$ cat config.mk
export PLATFORM = sky130hd
export DESIGN_NAME = fetch_decode_stall_pipe
export DESIGN_NICKNAME = d
export VERILOG_FILES = /design/src/rtl/fetch_decode_stall_pipe.sv
export SDC_FILE = /design/constraint.sdc
export NUM_CORES = 1
export LEC_CHECK = 0
export ABC_CLOCK_PERIOD_IN_PS = 3500
export CORE_ASPECT_RATIO = 1.5
export CORE_UTILIZATION = 49
export CTS_CLUSTER_SIZE = 40
export DETAILED_ROUTE_END_ITERATION = 10
export PLACE_DENSITY = 0.86
export SYNTH_ARGS = -nofsm -noshare
export SYNTH_HDL_FRONTEND = slang
export SYNTH_SLANG_ARGS = --single-unit
export TNS_END_PERCENT = 10
$ cat constraint.sdc
create_clock -name clk -period 3.5 [get_ports clk]
set_input_delay 1.05 -clock clk [delete_from_list [all_inputs] [get_ports clk]]
set_output_delay 1.05 -clock clk [all_outputs]
set_load 0.05 [all_outputs]
$ cat src/rtl/fetch_decode_stall_pipe.sv
// Fetch/decode pipeline registers that react to the load-use hazard handshake:
// PC, IF/ID and ID/EX control registers, plus stall statistics and a stuck-stall watchdog.
module fetch_decode_stall_pipe #(
    parameter logic [31:0] RESET_PC    = 32'h0000_0000,
    parameter int unsigned CTRL_W      = 10,
    parameter int unsigned MEMREAD_BIT = 3,
    parameter int unsigned CNT_W       = 16,
    parameter int unsigned MAX_STALL   = 4
) (
    input  logic              clk,
    input  logic              rst,
    input  logic              PCWrite,
    input  logic              IFIDWrite,
    input  logic              blockinstr,
    input  logic              branch_taken,
    input  logic [31:0]       branch_target,
    input  logic [31:0]       instr_in,
    input  logic [CTRL_W-1:0] ctrl_id,
    output logic [31:0]       pc,
    output logic [31:0]       ifid_instr,
    output logic [31:0]       ifid_pc4,
    output logic              ifid_valid,
    output logic [4:0]        rsIFID,
    output logic [4:0]        rtIFID,
    output logic [CTRL_W-1:0] idex_ctrl,
    output logic [4:0]        rtIDEX,
    output logic              MemReadIDEX,
    output logic              idex_valid,
    output logic [CNT_W-1:0]  stall_count,
    output logic              stall_err
);

    localparam int unsigned         CONS_W   = $clog2(MAX_STALL + 2);
    localparam logic [CONS_W-1:0]   CONS_MAX = CONS_W'(MAX_STALL + 1);

    logic [CONS_W-1:0] cons_cnt;
    logic [31:0]       pc_plus4;
    logic              stall_cycle;

    assign pc_plus4    = pc + 32'd4;
    assign stall_cycle = blockinstr & ~branch_taken;

    assign rsIFID      = ifid_instr[25:21];
    assign rtIFID      = ifid_instr[20:16];
    assign MemReadIDEX = idex_ctrl[MEMREAD_BIT];

    always_ff @(posedge clk or negedge rst) begin
        if (!rst) begin
            pc          <= RESET_PC;
            ifid_instr  <= '0;
            ifid_pc4    <= '0;
            ifid_valid  <= 1'b0;
            idex_ctrl   <= '0;
            rtIDEX      <= '0;
            idex_valid  <= 1'b0;
            stall_count <= '0;
            cons_cnt    <= '0;
            stall_err   <= 1'b0;
        end else if (branch_taken) begin
            // Flush wins over every enable; ifid_pc4 is left as-is since ifid_valid marks it dead.
            pc         <= branch_target;
            ifid_instr <= '0;
            ifid_valid <= 1'b0;
            idex_ctrl  <= '0;
            rtIDEX     <= '0;
            idex_valid <= 1'b0;
            cons_cnt   <= '0;
        end else begin
            if (PCWrite) begin
                pc <= pc_plus4;
            end
            if (IFIDWrite) begin
                ifid_instr <= instr_in;
                ifid_pc4   <= pc_plus4;
                ifid_valid <= 1'b1;
            end
            if (blockinstr) begin
                idex_ctrl  <= '0;
                rtIDEX     <= '0;
                idex_valid <= 1'b0;
            end else begin
                idex_ctrl  <= ctrl_id;
                rtIDEX     <= rtIFID;
                idex_valid <= ifid_valid;
            end
            if (stall_cycle) begin
                if (stall_count != '1) begin
                    stall_count <= stall_count + 1'b1;
                end
                if (cons_cnt != CONS_MAX) begin
                    cons_cnt <= cons_cnt + 1'b1;
                end
                // The edge that brings the run length to MAX_STALL+1 raises the error.
                if (cons_cnt >= CONS_MAX - 1'b1) begin
                    stall_err <= 1'b1;
                end
            end else begin
                cons_cnt <= '0;
            end
        end
    end

endmodule
Word level (Yosys, flattened, before mapping)
Cells that the tools add are included.

storage, ports and cells
  bits in registers = 133
  input bits = 80
  output and inout port bits = 141

operators by class
  $add $sub $neg = 3
  $lt $le $gt $ge = 1
  eq/ne operators = 3
  muxes and demuxes = 15
  bitwise operators = 2
  reductions and logical operators = 5

operators with widths
  operator                                                         count
  32-bit 2-to-1 mux                                                4
  32-bit by 3-bit adder with 32-bit output, second input constant  1
  10-bit 2-to-1 mux                                                2
  16-bit by 1-bit adder with 16-bit output, second input constant  1
  16-bit != test, second input constant                            1
  5-bit 2-to-1 mux                                                 2
  3-bit 2-to-1 mux                                                 3
  3-bit AND reduction                                              2
  1-bit 2-to-1 mux                                                 4
  2-bit nonzero test                                               2
  3-bit by 1-bit adder with 3-bit output, second input constant    1
  3-bit >= comparator, second input constant                       1
  3-bit by 2-bit != test with 1-bit output, second input constant  1
  3-bit != test, second input constant                             1
  2-bit AND reduction                                              1
  1-bit bitwise AND                                                1
  1-bit NOT                                                        1

Depth between registers and ports, before layout
  word-level depth = 4
  mapped depth = 8
  mapped depth without buffers = 5

Worst setup path before layout
No wires, ideal clock.

  path kind = input -> register
  start point = in PCWrite
  end point = reg pc[28]
  arrival = 2331 ps
  data required time = 3418 ps
  setup slack = 1087 ps
  stages on the path = 5
  path buffers = 1
  path through = nand3_1 or4_1 buf_2 or4_1 a31oi_1

on the way
  cells in the longest elaborated chain, start to end = 1

ends and longest elaborated chain
  item                          RTL line  source
  from (decl)                   12        input logic PCWrite,
  2-bit nonzero test (no line)  n/a
  to (signal assigned)          61        pc <= branch_target;
  to (signal assigned)          70        pc <= pc_plus4;
  to (decl)                     19        output logic [31:0] pc,

Every way passes these cells.
A chain may end at the register's enable or synchronous reset.

Worst setup path in the final report
  start point = reg pc[13]
  end point = out pc[13]

No word-level cell between the ends.

==> impl_results.md <==
* Setup TNS at 0 ns
* Crit path max-delay family: buffers and inverters
* Area of the multi-input gates at 0.002701 sq mm
* Largest net degree at the start of global routing at 54
* Diodes inserted at 0
* Chip width at 94.72 um
* Max stage delay on crit path at 0.92 ns
* Clock H-tree levels at 4
* Most common cell after layout, fill and taps aside: clkdlybuf4s50_1
* DRT iter0 DRCs at between 300 and 400
* Crit path buf inv count at 1
* Root Driver: clkbuf_16
* Initial antenna violation count at 0
* CTS max path bufs at 2
* Residual overflow from global routing at 0
* Crit path required time at 2.45 ns
* Share of cells above drive strength 1 at 6.770%
* Clock slew at reported path FFs at roughly 0.060 ns
* Die height at about 140 um
* Cts hold-fix bufs at 0
* Final Hold Fails at 0
* Post-cts sizing count at 0
* Status: complete, no violations
* Flops & latches, synth at 133
* Async set-reset flop share out of synthesis at 100.0%
* Worst Path Max Fanout at 11
* Total Routed Length at 17.61 mm
* Layout area overhead at 43.94%
* Most frequent cells in the layout: clkdlybuf4s50_1 (217), dfrtp_1 (133), nor2_1 (68)
* Worst setup EP type: output port
* Hold Crit Class: flop to flop
* Post-Syn Instances at roughly 630
* Slew HR at 43.88%
* Fin. max-slew vios at 0
* Endpoints failing setup at 0
* Die area at 0.01336 sq mm
* CTS tree: yes
* Clk Latency, worst-skew pair at just over 0.4 ns
* PwrDens at roughly 540 mW/mm^2
* Achievable Freq at around 0.34 GHz
* Final cell count without fillers at 998
* Buffers on Ports at between 200 and 250
* Post-synth cell types at 43
* Initial core utilization at between 50% and 60%
* Reg2reg start: pc[2]
* Post-DRT Antenna Nets at 0
* Mapped Nets at just over 700
* Maxcap violations at 0
* GP Congestion at ~0.87
* Post-route DRC violation count at 0
* Yosys warnings at 0
* Post CTS Setup Buffer Count at 0
* Crit Path Class: flop to output port
* Core Box Area at ~0.013 sq mm
* Slowest stage cell on the critical path: clkdlybuf4s50_1
* Critical Path Start Type: flop
* # fillers at 900
* Nets at between 900 and 1000
* Routed len/inst at roughly 18 um
* IO Count at 221
* Tmin final at 2.980 ns
* HP Start: stall_err
* Cts bufs inserted at 17
* Total track usage at between 20% and 30%
* Sinks on the clock net at 133
* Worst Skew at 0.007080 ns
* Post-DP Area at 0.008528 sq mm
* Placed Instances at 966
* Peak VDD IR at between 0.0003 and 0.0004 V
* RSZ-0062 raised after global routing: false
* Row cnt at 50
* Post-synthesis sequential area ratio at 52.67%
* Number of synthesized flops with an enable pin at 0
* Number of global-route vias before repair at 5755
* Slew @ Worst Pin at roughly 0.84 ns
* Mapped Avg Cell Area at 9.982 sq um
* CP Data Arrival Time at 1.93 ns
* Worst Setup SP: pc[13]
* Vias/cell at ~5.7
* Ys flop type: dfrtp_1
* Leakage power at about 3.8 nW
* Dpl hpwl at 12.51 mm
* Cell Area, Synth at 0.006319 sq mm
* Design area at ~0.0091 sq mm
* Register area at 0.003328 sq mm
* Vias after detailed routing at 5694
* Final Cycle Share at between 80% and 90%
* CP cell instances: clkdlybuf4s50_1
* Global-route wire length before repair at 28.55 mm
* Drt pass-1 iters at 5
==> cells by family (layout without fill, tap and decap cells) <==
group | after synthesis | count (layout) | share of synthesized area [%]
flip-flops | 133 | 133 | 52.67
AO/OA/AOI/OAI | 90 | 90 | 8.594
multiplexers | 39 | 39 | 6.297
buffers and inverters | 60 | 269 | 4.614
adder cells (fa/ha/maj) | 4 | 4 | 0.7921
XOR/XNOR | 41 | 41 | 5.683
AND/OR/NAND/NOR | 266 | 266 | 21.35
==> worst reg2reg max path, cell delays in order (launching register included) <==
cell	delay, ns
dfrtp_1	0.48
ha_1	0.31
and2_1	0.32
nand3_1	0.60
or4_1	0.70
a31oi_1	0.21
==> layer usage <==
layer	routed length [um]	global-route usage (%)	up-vias
met2	9284	45.25	247
met4	644	13.72	0
met1	6452	32.71	2781
met5	0	0	-
met3	1227	7.659	47
li1	-	-	2619
==> where the power goes <==
part | leakage, nW | total, mW | switching, mW | internal, mW
logic | 1.83 | 1.37 | 0.886 | 0.485
registers | 1.68 | 1.87 | 0.176 | 1.69
clock network | 0.259 | 1.69 | 0.686 | 1.00
total | 3.77 | 4.93 | 1.75 | 3.18
==> state kept, by name, indices dropped and copies added, names as in the netlist <==
signal / count
ifid_instr: 32
ifid_pc4: 32
pc: 32
stall_count: 16
idex_ctrl: 10
rtIDEX: 5
cons_cnt: 3
idex_valid: 1
ifid_valid: 1
stall_err: 1
==> synth_stat cells, types with 15 or more instances <==
master	instances	area (sq um)
nand2_1	65	244.0
o21ai_0	41	205.2
xor2_1	18	157.7
and2_1	20	125.1
nor2_1	68	255.2
clkbuf_1	24	90.09
or4_1	20	150.1
nand3_1	22	110.1
dfrtp_1	133	3328
mux2i_1	33	330.3
xnor2_1	23	201.4
a31oi_1	24	150.1
buf_4	15	112.6
nand4_1	22	137.6
==> final cells by class <==
| class | count | share of cell area, % |
|---|---|---|
| flip-flops and latches | 133 | 36.59 |
| well taps | 156 | 2.146 |
| clock buffers | 19 | 4.870 |
| inverters | 7 | 0.2889 |
| repair buffers | 230 | 25.04 |
| multi-input cells | 440 | 29.70 |
| clock inverters | 13 | 1.362 |
==> path summary, 6_finish.rpt <==
path                                endpoint  slack (ns)  cells after the start
worst max-delay path                  pc[13]        0.52                      1
worst min-delay path               stall_err        0.48                      1
worst max register to register        pc[26]        0.79                      5
worst min register to register     stall_err        0.48                      1
max in group asynchronous       idex_ctrl[2]        1.93                      2
min in group asynchronous        ifid_pc4[6]        0.61                      1
==> metrics by stage <==
stage / total power, mW / worst slack, ns / utilization, % / hold slack (ns)
finish: 4.928 / 0.5205 / 72.69 / 0.4810
global route: 5.126 / 0.4369 / 72.69 / 0.4912
CTS: 4.958 / 0.5105 / 72.69 / 0.4775
detailed placement: 3.260 / 0.3499 / 68.16 / 0.4673
global placement: 3.229 / 0.4435 / 68.16 / 0.4504
floorplan: 2.711 / 1.087 / - / 0.4581
Note: power is estimated with default switching activity, not from simulation.
